**src/rtl/alu_pkg.sv**
```systemverilog
// Shared ALU definitions: operation codes and execute FSM states.
// Imported by the ALU control decoder and the EX-stage execute unit.
package alu_pkg;

  localparam logic [3:0] ALU_NOP  = 4'b0000;
  localparam logic [3:0] ALU_ADD  = 4'b0001;
  localparam logic [3:0] ALU_SUB  = 4'b0010;
  localparam logic [3:0] ALU_SLL  = 4'b0011;
  localparam logic [3:0] ALU_SLT  = 4'b0100;
  localparam logic [3:0] ALU_SLTU = 4'b0101;
  localparam logic [3:0] ALU_XOR  = 4'b0110;
  localparam logic [3:0] ALU_SRL  = 4'b0111;
  localparam logic [3:0] ALU_SRA  = 4'b1000;
  localparam logic [3:0] ALU_OR   = 4'b1001;
  localparam logic [3:0] ALU_AND  = 4'b1010;

  typedef enum logic [1:0] {
    IDLE  = 2'd0,
    SHIFT = 2'd1,
    DONE  = 2'd2
  } state_t;

endpackage

```
**src/rtl/alu_comb_core.sv**
```systemverilog
// Single-cycle evaluator for all non-shift ALU ops plus illegal-code flag.
// Ports: alu_control, op_a, op_b in; result, illegal out. Shifts yield 0.
module alu_comb_core
  import alu_pkg::*;
#(
  parameter int WIDTH = 32
) (
  input  logic [3:0]       alu_control,
  input  logic [WIDTH-1:0] op_a,
  input  logic [WIDTH-1:0] op_b,
  output logic [WIDTH-1:0] result,
  output logic             illegal
);

  logic lt_s;
  logic lt_u;

  assign lt_s = $signed(op_a) < $signed(op_b);
  assign lt_u = op_a < op_b;

  always_comb begin
    result  = '0;
    illegal = 1'b0;
    unique case (alu_control)
      ALU_NOP:  result = '0;
      ALU_ADD:  result = op_a + op_b;
      ALU_SUB:  result = op_a - op_b;
      ALU_SLT:  result = {{(WIDTH-1){1'b0}}, lt_s};
      ALU_SLTU: result = {{(WIDTH-1){1'b0}}, lt_u};
      ALU_XOR:  result = op_a ^ op_b;
      ALU_OR:   result = op_a | op_b;
      ALU_AND:  result = op_a & op_b;
      ALU_SLL,
      ALU_SRL,
      ALU_SRA:  result = '0;
      default:  illegal = 1'b1;
    endcase
  end

endmodule

```
**src/rtl/alu_seq_exec.sv**
```systemverilog
// EX-stage multi-cycle ALU with valid/ready handshakes and zero flag.
// Ports: clk, rst, in_valid/in_ready, alu_control, op_a, op_b,
// out_valid/out_ready, result, zero, illegal.
// ALU_SEQ_BARREL_SHIFT_EN: single-cycle barrel shifts (no SHIFT state).
module alu_seq_exec
  import alu_pkg::*;
#(
  parameter int WIDTH   = 32,
  parameter int SHAMT_W = 5
) (
  input  logic             clk,
  input  logic             rst,
  input  logic             in_valid,
  output logic             in_ready,
  input  logic [3:0]       alu_control,
  input  logic [WIDTH-1:0] op_a,
  input  logic [WIDTH-1:0] op_b,
  output logic             out_valid,
  input  logic             out_ready,
  output logic [WIDTH-1:0] result,
  output logic             zero,
  output logic             illegal
);

  state_t state;

  logic [WIDTH-1:0]   core_res;
  logic               core_ill;
  logic [WIDTH-1:0]   nxt_res;
  logic [SHAMT_W-1:0] shamt;
  logic               is_shift;
  logic               accept;

  alu_comb_core #(.WIDTH(WIDTH)) u_core (
    .alu_control (alu_control),
    .op_a        (op_a),
    .op_b        (op_b),
    .result      (core_res),
    .illegal     (core_ill)
  );

  assign shamt    = op_b[SHAMT_W-1:0];
  assign is_shift = (alu_control == ALU_SLL) ||
                    (alu_control == ALU_SRL) ||
                    (alu_control == ALU_SRA);
  assign accept    = in_valid && in_ready;
  assign in_ready  = (state == IDLE);
  assign out_valid = (state == DONE);

`ifdef ALU_SEQ_BARREL_SHIFT_EN
  logic [WIDTH-1:0] shf;

  always_comb begin
    shf = op_a;
    if (alu_control == ALU_SLL)
      shf = op_a << shamt;
    else if (alu_control == ALU_SRL)
      shf = op_a >> shamt;
    else if (alu_control == ALU_SRA)
      shf = WIDTH'($signed(op_a) >>> shamt);
  end

  assign nxt_res = is_shift ? shf : core_res;

  always_ff @(posedge clk or posedge rst) begin
    if (rst) begin
      state   <= IDLE;
      result  <= '0;
      zero    <= 1'b1;
      illegal <= 1'b0;
    end else begin
      unique case (state)
        IDLE: if (accept) begin
          result  <= nxt_res;
          zero    <= (nxt_res == '0);
          illegal <= core_ill;
          state   <= DONE;
        end
        DONE: if (out_ready) state <= IDLE;
        default: state <= IDLE;
      endcase
    end
  end
`else
  logic [SHAMT_W-1:0] cnt;
  logic [3:0]         ctrl_q;
  logic [WIDTH-1:0]   step;
  logic               go_shift;

  // Serial path seeds result with op_a; shamt==0 finishes at once.
  assign nxt_res  = is_shift ? op_a : core_res;
  assign go_shift = is_shift && (shamt != '0);

  always_comb begin
    step = result;
    if (ctrl_q == ALU_SLL)
      step = result << 1;
    else if (ctrl_q == ALU_SRL)
      step = result >> 1;
    else if (ctrl_q == ALU_SRA)
      step = {result[WIDTH-1], result[WIDTH-1:1]};
  end

  always_ff @(posedge clk or posedge rst) begin
    if (rst) begin
      state   <= IDLE;
      result  <= '0;
      zero    <= 1'b1;
      illegal <= 1'b0;
      cnt     <= '0;
      ctrl_q  <= ALU_NOP;
    end else begin
      unique case (state)
        IDLE: if (accept) begin
          result  <= nxt_res;
          zero    <= (nxt_res == '0);
          illegal <= core_ill;
          cnt     <= shamt;
          ctrl_q  <= alu_control;
          state   <= go_shift ? SHIFT : DONE;
        end
        SHIFT: begin
          result <= step;
          zero   <= (step == '0);
          cnt    <= cnt - 1'b1;
          if (cnt == SHAMT_W'(1)) state <= DONE;
        end
        DONE: if (out_ready) state <= IDLE;
        default: state <= IDLE;
      endcase
    end
  end
`endif

endmodule

```
**config.mk**
```make
export PLATFORM = sky130hd
export DESIGN_NAME = alu_seq_exec
export DESIGN_NICKNAME = d
export VERILOG_FILES = /design/src/rtl/alu_pkg.sv /design/src/rtl/alu_comb_core.sv /design/src/rtl/alu_seq_exec.sv
export SDC_FILE = /design/constraint.sdc
export NUM_CORES = 1
export LEC_CHECK = 0
export CORE_ASPECT_RATIO = 1.25
export CORE_UTILIZATION = 45
export CTS_BUF_LIST = sky130_fd_sc_hd__clkbuf_4
export DETAILED_ROUTE_END_ITERATION = 6
export PLACE_DENSITY = 0.7
export SYNTH_ARGS = -nofsm -noshare
export SYNTH_HDL_FRONTEND = slang
export SYNTH_HIERARCHICAL = 1
export SYNTH_SLANG_ARGS = --single-unit
```
**constraint.sdc**
```tcl
create_clock -name clk -period 3.02 [get_ports clk]
set_input_delay 0.453 -clock clk [delete_from_list [all_inputs] [get_ports clk]]
set_output_delay 0.453 -clock clk [all_outputs]
set_load 0.02 [all_outputs]
```
# Yosys cells after proc, flatten, opt, wreduce, memory -nomap -nowiden
# Index checks and enable logic that the tools add are counted.
# op_classes
n_addsub	3
n_lt_le_gt_ge	2
eq_ne	19
mux	17
bitwise	3
reduce_logical	14
# op_table
operator	n
one-hot mux 32 bit (7 select lines)	1
2-to-1 mux 32 bit	4
zero test 32 bit	2
less-than comparator 32 bit	2
one-hot mux 32 bit (2 select lines)	1
adder 32 bit	1
bitwise AND 32 bit	1
OR 32 bit	1
subtractor 32 bit	1
XOR 32 bit	1
2-to-1 mux 31 bit	1
equality test 4 x 3 -> 1 bit (second input constant)	5
equality test 4 bit (second input constant)	4
equality test 4 x 2 -> 1 bit (second input constant)	3
OR reduction 11 bit	1
one-hot mux 5 bit (2 select lines)	1
2-to-1 mux 2 bit	4
one-hot mux 2 bit (3 select lines)	1
equality test 5 x 1 -> 1 bit (second input constant)	1
2-to-1 mux 5 bit	1
nonzero test 5 bit	1
subtractor 5 x 1 -> 5 bit (second input constant)	1
equality test 4 x 1 -> 1 bit (second input constant)	1
zero test 4 bit	1
12 further kinds	17
# word_totals
register_bits	45
in_bits	72
output_inout_bits	36
word_cells	64

# Longest topological paths before layout
# Gate-level depths: netlist (run 1).
# logic_depth
depth_word	7
ltp_mapped	18
ltp_nobuf	18

# Cells and area by module
# The synthesis (run 1) kept the hierarchy.
# by_module_without_submodules
module	instances	cells_each	area_each_um2	seq_area_each_um2
alu_comb_core	1	759	4875.9	0.0
alu_seq_exec	1	445	3433.3	1127.3

# Worst setup path before layout (run 1)
# OpenSTA, ideal clock, no wires.
# synth_path
kind	in2reg
startpoint	input op_a[0]
endpoint	register zero
setup_time_ns	0.077
arrival_time_ns	3.788
required_ns	2.943
setup_slack_ns	-0.845
path_stages	17
path_buffers	0
cell_sequence	ha_1 > inv_1 > fa_1 > nand2b_1 > a21o_1 > and3_1 > o21ai_2 > a31oi_1 > nor4_1 > o2111ai_1 > a31o_1 > a211o_1 > nor4_1 > a31oi_1 > nor4_1 > nand4b_1 > a31oi_1
# synth_via
elab_chain_len	6
word_cells_on_any_way	12
cone_classes	add/sub (2); order compare (2); mux (4); bitwise (3); reduce/logical (1)
# synth_rtl
item	line	source
start, declared	alu_seq_exec.sv:16	input logic [WIDTH-1:0] op_a,
subtractor 32 bit / adder 32 bit (equally long branches)	alu_comb_core.sv:27, alu_comb_core.sv:26	
one-hot mux 32 bit (7 select lines) (*)	alu_comb_core.sv:24	unique case (alu_control)
via core_res[30]	alu_seq_exec.sv:27	logic [WIDTH-1:0] core_res;
2-to-1 mux 32 bit (*)	alu_seq_exec.sv:91	assign nxt_res = is_shift ? op_a : core_res;
zero test 32 bit (*)	alu_seq_exec.sv:116	zero <= (nxt_res == '0);
2-to-1 mux 1 bit (*)	alu_seq_exec.sv:114	IDLE: if (accept) begin
one-hot mux 1 bit (2 select lines) (*)	alu_seq_exec.sv:113	unique case (state)
end signal, assigned	alu_seq_exec.sv:116	
end signal, assigned	alu_seq_exec.sv:124	zero <= (step == '0);
end, declared	alu_seq_exec.sv:21	output logic zero,
# The timed path passes the listed nets; every way through them passes the cells marked *. The select of a mux whose other input is x is not followed.
# A chain may end at the register's enable or synchronous reset.

# Final worst setup path (run 1)
# layout_path
startpoint	input op_b[1]
endpoint	register zero
# layout_via
elab_chain_len	6
word_cells_on_any_way	12
cone_classes	add/sub (2); order compare (2); mux (4); bitwise (3); reduce/logical (1)
# layout_rtl
item	line	source
start, declared	alu_seq_exec.sv:17	input logic [WIDTH-1:0] op_b,
subtractor 32 bit / adder 32 bit (equally long branches)	alu_comb_core.sv:27, alu_comb_core.sv:26	
one-hot mux 32 bit (7 select lines) (*)	alu_comb_core.sv:24	
via core_res[7]	alu_seq_exec.sv:27	
2-to-1 mux 32 bit (*)	alu_seq_exec.sv:91	
zero test 32 bit (*)	alu_seq_exec.sv:116	
2-to-1 mux 1 bit (*)	alu_seq_exec.sv:114	
one-hot mux 1 bit (2 select lines) (*)	alu_seq_exec.sv:113	
# Marked as above.

==> run_results.csv, run 1 <==
group,metric,value,unit
run_status,outcome,"finished, violations left",
run_status,violations,"DRC, setup timing",
synth,postSynth.asyncResetShare,1.000,
timing,tightest_slew,0.8272,ns
setup_path,critPathLaunchType,"input pin",
timing,fmax,0.2664,GHz
placement,place.port_buffers,107,
timing,holdWs,0.4986,ns
drt,wirelength,40.25,mm
power_and_ir_drop,p_leak,6.521,nW
timing,setup_tns,-3.800,ns
timing,fin_crit_sh,1.243,
cts,h-tree-depth,2,
drt,drc,1,
setup_path,path_delay_family,"compound AO/OA/AOI/OAI gates",
setup_path,arrival,4.07,ns
setup_path,crit_top_cell,"buf_4",
final_layout,synthToLayoutAreaGrowth,72.55,%
synth,syn_area_per_cell,6.901,um^2
power_and_ir_drop,p_total,6.469,mW
global_route,grt_pass1_vias,11408,
setup_path,cp.depth,17,
timing,finalHoldViolations,0,
floorplanning,fp.dieH,153.9,um
synth,synth_nets,1381,
cts,cts_tree,"yes",
cts,clkLatencyLatePin,0.39,ns
drt,drtIter0Drc,1167,
global_route,grt_usage,0.3930,
cts,cts_max_path_buffers,2,
floorplanning,fp.coreArea,0.01810,mm^2
global_route,globalRouteOverflowTotal,0,
setup_path,worstRegToRegCells,8,
synth,yosys_warnings,6,
drt,num_vias,11864,
final_layout,diodes,0,
drt,antenna_left,0,
synth,syn_inst,1204,
synth,syn_area,0.008309,mm^2
floorplanning,rows,55,
setup_path,crit_chain,"buf_6, inv_4, ha_4, nor2_2, o311ai_4, buf_4, nand2_1, a2111oi_1, o221ai_1, a221o_1, nor4_1, buf_4, nand4_1, o21ai_1, and3_1, nand4b_1, a31oi_1",
final_layout,nNetsFinal,1849,
setup_path,crit_type,"in -> reg",
placement,preCtsSetupSlack,-1.507,ns
setup_path,slowest_stage,"a2111oi_1",
run,drv_cap,0,
synth,synth-seq-cells,45,
timing,slew_headroom,0.4415,
drt,first_pass_iters,7,
setup_path,critPathMaxStageDelay,0.63,ns
floorplanning,die-area,0.01902,mm^2
cts,clkTransAtPathRegs,0.16,ns
cts,cts_hold_buffers,0,
timing,skew,0.02032,ns
timing,setup_viol_count_final,18,
drt,wire_per_inst,21.17,um
cts,cts_sinks,45,
global_route,antenna_found_initial,0,
drt,avgViaCountPerCell,6.241,
power_and_ir_drop,power_density,451.2,mW/mm^2
setup_path,crit_start,"op_b[1]",
min_path,min_path_type,"in -> async",
floorplanning,die_w,123.5,um
floorplanning,initial_core_util,0.4591,
floorplanning,ioPinCount,108,
timing,grt_setup_unrepaired,"true",
synth,synth_flop_cell,"dfrtp_1",
synth,yosysUniqueCellTypes,82,
placement,routabilityCongestion,1.008,
timing,maxSlewViolCount,0,
global_route,grt_pass1_wl,58.64,mm
setup_path,cp-end-kind,"flip-flop",
global_route,grt_max_degree,46,
setup_path,crit_required,3.33,ns
timing,fin_crit,3.753,ns
synth,synth-edff-count,0,
setup_path,crit_buf_inv,4,
final_layout,drive_gt1_frac,0.4525,
timing,fin_ws,-0.7334,ns
power_and_ir_drop,irDropWorstVdd,0.3932,mV
setup_path,rr_startpoint,"ctrl_q[2]$_DFFE_PP0P_",
synth,yosysSeqAreaShare,0.1357,
cts,cts_buffers,5,
placement,dp_hpwl,28.28,mm
setup_path,path_max_fanout,3,
cts,clockRootBuffer,"clkbuf_4",
## cell usage in the layout, fill, tap and decap left out, types with 13 or more instances in the layout
cell	instances
o211ai_1	49
buf_6	45
nor2b_1	13
a221o_1	17
nor2_1	97
a21o_1	13
clkdlybuf4s50_1	58
a21oi_2	21
buf_4	391
nand2_1	158
nand3_1	13
ha_4	40
dfrtp_1	44
mux2i_1	17
inv_2	43
mux2_2	13
inv_1	40
o21ai_1	28
a21oi_1	74
o21ai_0	74
nor3_1	15
ha_1	51
## cells by family after synthesis
logic type | Yosys count | share of synthesized area
DFF | 45 | 0.1357
and+or+nand+nor | 410 | 0.2302
buffers and inverters | 176 | 0.08417
muxes | 40 | 0.05150
adders and majority gates | 105 | 0.1599
AOI/OAI and AO/OA | 428 | 0.3385
## cell usage after synthesis (all sizes together), types with 9 or more instances
master | number | area share
dfrtp | 44 | 0.13
ha | 103 | 0.16
o221ai | 12 | 0.013
a31oi | 12 | 0.0090
nor3 | 21 | 0.013
clkbuf | 54 | 0.024
nor2 | 106 | 0.048
nand3 | 17 | 0.010
nor2b | 18 | 0.014
mux2i | 18 | 0.022
o211ai | 50 | 0.046
a21o | 13 | 0.012
nand2 | 163 | 0.074
o21bai | 10 | 0.0090
nand2b | 9 | 0.0068
buf | 22 | 0.015
a21oi | 101 | 0.061
nor4 | 18 | 0.014
o21ai | 116 | 0.070
mux2 | 22 | 0.030
o31ai | 10 | 0.0096
inv | 100 | 0.045
a221o | 17 | 0.020
a211oi | 12 | 0.011
a22oi | 16 | 0.014
## state kept, by name, summed over array words and instances (netlist names)
register,count
cnt,5
illegal,1
result,32
ctrl_q,4
state,2
zero,1
## final timing paths
path                                          endpoint  slack, ns
worst max-delay path                  zero$_DFFE_PP1P_      -0.73
worst min-delay path                cnt[1]$_DFFE_PP0P_       0.50
worst max register to register        zero$_DFFE_PP1P_      -0.15
worst min register to register     illegal$_DFFE_PP0P_       0.53
max in group asynchronous       result[24]$_DFFE_PP0P_       2.10
min in group clk                   illegal$_DFFE_PP0P_       0.53
## repair_timing
action	4_1_cts	5_1_grt
pin swaps	101	83
gates cloned	0	0
setup buffers	50	31
endpoints found under the setup margin	26	23
gates resized for setup	311	192
endpoints found under the hold margin	0	0
## area by class of cell
class / instances / area (um^2)
clock buffers: 5 / 37.54
repair buffers: 537 / 4476
inverters: 100 / 437.9
well taps: 228 / 285.3
multi-input cells: 983 / 7951
clock inverters: 3 / 22.52
flip-flops and latches: 45 / 1127
fillers: 1251 / 3761
## tightest hold or removal path, cell delays in order
cell             delay [ns]
clkdlybuf4s50_1        0.41
clkinv_1               0.05
buf_4                  0.46
## routing by layer
metal / GRT usage / vias up / routed length (um)
met2: 0.6762 / 787 / 19370
met3: 0.04970 / 251 / 3295
met5: 0 / - / 0
li1: - / 5296 / -
met4: 0.2203 / 0 / 2928
met1: 0.4624 / 5530 / 14660
## through the flow
stage	utilization	instances	instance area, um^2
3_3_place_gp	0.6845	1821	12390
2_1_floorplan	-	1204	8549
4_1_cts	0.7488	1875	13550
3_5_place_dp	0.6845	1821	12390
5_1_grt	0.7922	1901	14340
6_report	0.7922	1901	14340
## where the power goes
group / internal (mW) / switching, mW
Sequential: 0.870 / 0.340
Clock: 0.0901 / 0.219
Combinational: 2.24 / 2.71
No activity file was read; power rests on OpenSTA's default activity.
==> inputs of run 2 (changes only) <==
--- a/config.mk
+++ b/config.mk
@@ -6,9 +6,11 @@
 export NUM_CORES = 1
 export LEC_CHECK = 0
 export CORE_ASPECT_RATIO = 1.25
+export CORE_MARGIN = 4
 export CORE_UTILIZATION = 45
 export CTS_BUF_LIST = sky130_fd_sc_hd__clkbuf_4
 export DETAILED_ROUTE_END_ITERATION = 6
+export GPL_TIMING_DRIVEN = 1
 export PLACE_DENSITY = 0.7
 export SYNTH_ARGS = -nofsm -noshare
 export SYNTH_HDL_FRONTEND = slang
==> run_results.csv, run 2 (synthesized netlist as in run 1, its figures left out) <==
group,metric,value,unit
timing,holdWs,0.4888,ns
setup_path,arrival,3.84,ns
timing,slew_headroom,0.2549,
setup_path,crit_type,"in -> reg",
cts,clkTransAtPathRegs,0.13,ns
min_path,hold_depth,4,
final_layout,n_fill_cell,1228,
floorplanning,fp.dieH,159.9,um
cts,h-tree-depth,2,
final_layout,final_common_cell,"buf_4",
power_and_ir_drop,irDropWorstVdd,0.3282,mV
final_layout,drive_gt1_frac,0.4491,
min_path,min_path_type,"in -> reg",
final_layout,diodes,0,
final_layout,seq_area,0.001127,mm^2
final_layout,reg_top3,"result: 32 flops, cnt: 5 flops, ctrl_q: 4 flops",
cts,cts_sinks,45,
power_and_ir_drop,power_density,450.5,mW/mm^2
setup_path,crit_required,3.32,ns
cts,cts_buffers,5,
floorplanning,initial_core_util,0.4591,
drt,antenna_left,0,
global_route,globalRouteOverflowTotal,0,
drt,drtIter0Drc,1278,
timing,fin_crit_sh,1.172,
setup_path,reg2reg_to,"zero$_DFFE_PP1P_",
drt,wirelength,40.49,mm
power_and_ir_drop,p_leak,6.411,nW
setup_path,rr_startpoint,"ctrl_q[2]$_DFFE_PP0P_",
drt,drc,0,
run,drv_cap,0,
timing,fmax,0.2826,GHz
global_route,antenna_found_initial,0,
floorplanning,die-area,0.02072,mm^2
final_layout,synthToLayoutAreaGrowth,72.01,%
global_route,grt_usage,0.3532,
drt,wire_per_inst,21.44,um
run_status,violations,"setup timing",
final_layout,largest_reg_flops,32,
cts,cts_max_path_buffers,2,
setup_path,worstRegToRegCells,7,
cts,cts_hold_buffers,0,
cts,clkLatencyLatePin,0.37,ns
setup_path,reg2reg_setup_slack,-0.09,ns
timing,grt_setup_unrepaired,"true",
final_layout,fin_cells,1889,
min_path,holdPathEnd,"cnt[0]$_DFFE_PP0P_",
timing,fin_ws,-0.5185,ns
final_layout,final_cell_mix,"buf_4 (382), nand2_1 (160), nor2_1 (95)",
final_layout,nNetsFinal,1837,
cts,cts_tree,"yes",
min_path,min_from,"op_b[0]",
timing,setup_viol_count_final,15,
placement,dp_hpwl,28.99,mm
floorplanning,die_w,129.5,um
final_layout,top_register,"result",
timing,maxSlewViolCount,0,
global_route,grt_max_degree,44,
placement,routabilityCongestion,0.9974,
timing,setup_tns,-3.015,ns
drt,avgViaCountPerCell,6.319,
setup_path,critPathLaunchType,"input pin",
drt,num_vias,11936,
timing,finalHoldViolations,0,
global_route,grt_pass1_vias,11091,
drt,first_pass_iters,6,
run_status,outcome,"finished, violations left",
setup_path,cp-end-kind,"flip-flop",
timing,fin_crit,3.538,ns
floorplanning,fp.coreArea,0.01810,mm^2
floorplanning,ioPinCount,108,
setup_path,path_max_fanout,3,
global_route,grt_pass1_wl,59.15,mm
timing,skew,0.004691,ns
final_layout,multi_input_area,0.008005,mm^2
timing,tightest_slew,1.111,ns
placement,place.port_buffers,107,
floorplanning,rows,55,
cts,clockRootBuffer,"clkbuf_4",
placement,dp.cells,1827,
## run 2: changes by cell type in the layout (fill, tap and decap cells not counted), sizes merged, moves of 3 or more
cell	change
buf	-15
clkdlybuf4s50	+5
dlymetal6s2s	-5
clkbuf	+4
clkdlybuf4s15	+3
clkinvlp	-3
dlygate4sd2	-3
## run 2: where the power goes
| part | switching, mW | internal (mW) |
|---|---|---|
| combinational | 2.65 | 2.20 |
| clock | 0.201 | 0.181 |
| sequential | 0.335 | 0.870 |
## run 2: how the worst max path moves through the flow
stage          slack (ns)               end  cells after the start      from
2_1_floorplan       -0.46  zero$_DFFE_PP1P_                     17   op_a[8]
3_3_place_gp        -1.37  zero$_DFFE_PP1P_                     18   op_b[0]
3_5_place_dp        -1.44  zero$_DFFE_PP1P_                     19   op_b[8]
4_1_cts             -0.57  zero$_DFFE_PP1P_                     19   op_a[0]
5_1_grt             -0.59  zero$_DFFE_PP1P_                     19  op_a[11]
6_report            -0.52  zero$_DFFE_PP1P_                     19  op_a[11]
## run 2: critical path, stage by stage
cell and delay [ns]:
clkdlybuf4s15_2 0.20, buf_6 0.13, ha_4 0.16, nor2b_1 0.13, o21ai_1 0.19, nand2_1 0.14
o31ai_2 0.25, buf_4 0.18, a31oi_4 0.09, a221o_1 0.39, a221o_1 0.33, mux2i_1 0.19
o21ai_2 0.09, nor4_2 0.28, nand4_1 0.15, o21ai_1 0.08, and3_1 0.15, nand4b_1 0.08
a31oi_1 0.15
## run 2: layout make-up
type,count,share of cell area
inverters,100,0.03029
clock buffers,6,0.003152
clock inverters,2,0.002364
well taps,228,0.01996
multi-input cells,983,0.5601
flip-flops and latches,45,0.07888
repair buffers,525,0.3053
## run 2: per-stage QoR
step	utilization	cell area, um^2	setup slack [ns]	total power [mW]
6_report	0.7897	14290	-0.5185	6.438
2_1_floorplan	-	8549	-0.4561	3.471
3_3_place_gp	0.6863	12420	-1.369	5.345
4_1_cts	0.7464	13510	-0.5681	6.034
5_1_grt	0.7897	14290	-0.5874	6.828
3_5_place_dp	0.6863	12420	-1.437	5.411
## run 2: what timing repair did
item,4_1_cts,5_1_grt
endpoints found under the setup margin,28,23
pin swaps,88,82
setup buffers,34,27
resized for setup,300,195
## run 2: per-layer routing
metal	vias up	routed length [um]	track usage
li1	5277	-	-
met3	251	3455	0.04316
met4	0	2633	0.1408
met2	823	19940	0.6252
met1	5585	14460	0.4287
met5	-	0	0
==> inputs of run 3 (changes only) <==
--- a/config.mk
+++ b/config.mk
@@ -6,9 +6,7 @@
 export NUM_CORES = 1
 export LEC_CHECK = 0
 export CORE_ASPECT_RATIO = 1.25
-export CORE_MARGIN = 4
 export CORE_UTILIZATION = 45
-export CTS_BUF_LIST = sky130_fd_sc_hd__clkbuf_4
 export DETAILED_ROUTE_END_ITERATION = 6
 export GPL_TIMING_DRIVEN = 1
 export PLACE_DENSITY = 0.7
==> run_results.csv, run 3 (synthesized netlist as in run 1, its figures left out) <==
group,metric,value,unit
min_path,min_from,"illegal$_DFFE_PP0P_",
setup_path,reg2reg_setup_slack,-0.09,ns
placement,dp.cells,1821,
final_layout,largest_reg_flops,32,
timing,maxSlewViolCount,0,
final_layout,n_fill_cell,1230,
power_and_ir_drop,power_density,467.3,mW/mm^2
setup_path,path_max_fanout,4,
global_route,grt_pass1_vias,11373,
drt,drtIter0Drc,1183,
timing,fin_crit_sh,1.204,
placement,routabilityCongestion,1.008,
placement,preCtsSetupSlack,-1.507,ns
cts,clockRootBuffer,"clkbuf_16",
final_layout,drive_gt1_frac,0.4375,
floorplanning,ioPinCount,108,
drt,num_vias,11847,
setup_path,crit_type,"in -> reg",
floorplanning,die_w,123.5,um
setup_path,worstRegToRegCells,7,
global_route,antenna_found_initial,0,
timing,slew_headroom,0.4223,
final_layout,fin_cells,1892,
timing,setup_tns,-4.997,ns
drt,antenna_left,0,
drt,wirelength,39.23,mm
timing,fin_crit,3.636,ns
cts,clkTransAtPathRegs,0.06,ns
timing,holdWs,0.5107,ns
timing,skew,0.007644,ns
final_layout,final_common_cell,"buf_4",
placement,dp_hpwl,28.28,mm
setup_path,crit_required,3.24,ns
run_status,violations,"setup timing",
power_and_ir_drop,p_total,6.677,mW
global_route,grt_usage,0.3934,
run,drv_cap,0,
cts,cts_sinks,45,
floorplanning,fp.coreArea,0.01810,mm^2
timing,grt_setup_unrepaired,"true",
timing,fin_ws,-0.6162,ns
floorplanning,die-area,0.01902,mm^2
placement,place.port_buffers,107,
drt,drc,0,
timing,finalHoldViolations,0,
cts,clkLatencyLatePin,0.30,ns
floorplanning,initial_core_util,0.4591,
final_layout,diodes,0,
cts,cts_tree,"yes",
floorplanning,fp.dieH,153.9,um
timing,tightest_slew,0.8557,ns
cts,h-tree-depth,2,
final_layout,top_register,"result",
final_layout,nNetsFinal,1840,
cts,cts_buffers,5,
final_layout,fin_util,0.7895,
power_and_ir_drop,irDropWorstVdd,0.4136,mV
placement,dpl_cell_area,0.01239,mm^2
timing,setup_viol_count_final,19,
floorplanning,rows,55,
min_path,min_path_type,"reg -> reg",
final_layout,synthToLayoutAreaGrowth,71.96,%
drt,first_pass_iters,6,
setup_path,critPathLaunchType,"input pin",
cts,cts_max_path_buffers,2,
drt,avgViaCountPerCell,6.262,
final_layout,final_cell_area,0.01429,mm^2
setup_path,cp-end-kind,"flip-flop",
setup_path,reg2reg_to,"zero$_DFFE_PP1P_",
setup_path,arrival,3.86,ns
min_path,hold_depth,1,
run_status,outcome,"finished, violations left",
min_path,holdPathEnd,"illegal$_DFFE_PP0P_",
global_route,grt_max_degree,46,
global_route,grt_pass1_wl,58.47,mm
global_route,globalRouteOverflowTotal,0,
timing,fmax,0.2750,GHz
drt,wire_per_inst,20.73,um
final_layout,reg_top3,"result: 32 flops, cnt: 5 flops, ctrl_q: 4 flops",
setup_path,rr_startpoint,"ctrl_q[2]$_DFFE_PP0P_",
power_and_ir_drop,p_leak,6.481,nW
final_layout,final_cell_mix,"buf_4 (380), nand2_1 (160), nor2_1 (95)",
-- run 3: changes by cell type in the layout (fill, tap and decap cells not counted), moves of 4 or more --
cell and delta:
a21oi_1 +10, clkbuf_4 -6, inv_2 -5, mux2_2 -9
a21oi_2 -10, clkbuf_16 +5, nor4_2 -4, o21ai_1 +4
mux2_4 +9, ha_4 -7, clkinvlp_4 +4, ha_1 +6
-- run 3: where the power goes --
group,internal (mW),switching (mW)
combinational,2.22,2.68
sequential,0.873,0.347
clock,0.307,0.251
-- run 3: area by class of cell --
class,count,area [um^2],area share
well taps,228,285.3,0.01997
flip-flops and latches,45,1127,0.07890
clock buffers,5,125.1,0.008757
clock inverters,3,22.52,0.001576
inverters,100,441.7,0.03091
repair buffers,528,4414,0.3089
multi-input cells,983,7873,0.5510
-- run 3: worst max-delay path by stage --
stage                        from               end  cells past startpoint
final                     op_a[2]  zero$_DFFE_PP1P_                     20
after global routing      op_a[0]  zero$_DFFE_PP1P_                     18
after CTS                 op_a[0]  zero$_DFFE_PP1P_                     19
after detailed placement  op_b[0]  zero$_DFFE_PP1P_                     18
after global placement    op_b[0]  zero$_DFFE_PP1P_                     18
after floorplan           op_a[8]  zero$_DFFE_PP1P_                     17
-- run 3: critical path, cell delays in order --
cell	delay [ns]
buf_8	0.08
inv_4	0.03
ha_4	0.25
buf_6	0.12
o211ai_1	0.29
o211ai_1	0.21
a31o_4	0.33
o221ai_4	0.24
a31oi_4	0.13
buf_6	0.15
a21boi_4	0.13
o22ai_1	0.09
nor3_1	0.29
a21oi_2	0.10
nor4_4	0.29
nand4_1	0.11
o21ai_1	0.11
and3_1	0.17
nand4b_1	0.09
a31oi_1	0.18
-- run 3: timing repair --
action | 4_1_cts | 5_1_grt
hold buffers | 0 | 0
gates cloned | 0 | 0
gates resized for setup | 342 | 142
endpoints found under the setup margin | 30 | 26
setup buffers | 53 | 19
pin swaps | 106 | 101
-- run 3: routing by layer --
layer	global-route usage	up-vias	wire, um
met4	0.2260	0	2618
met3	0.04191	242	3034
met5	0	-	0
li1	-	5277	-
met2	0.6869	806	19060
met1	0.4572	5522	14520
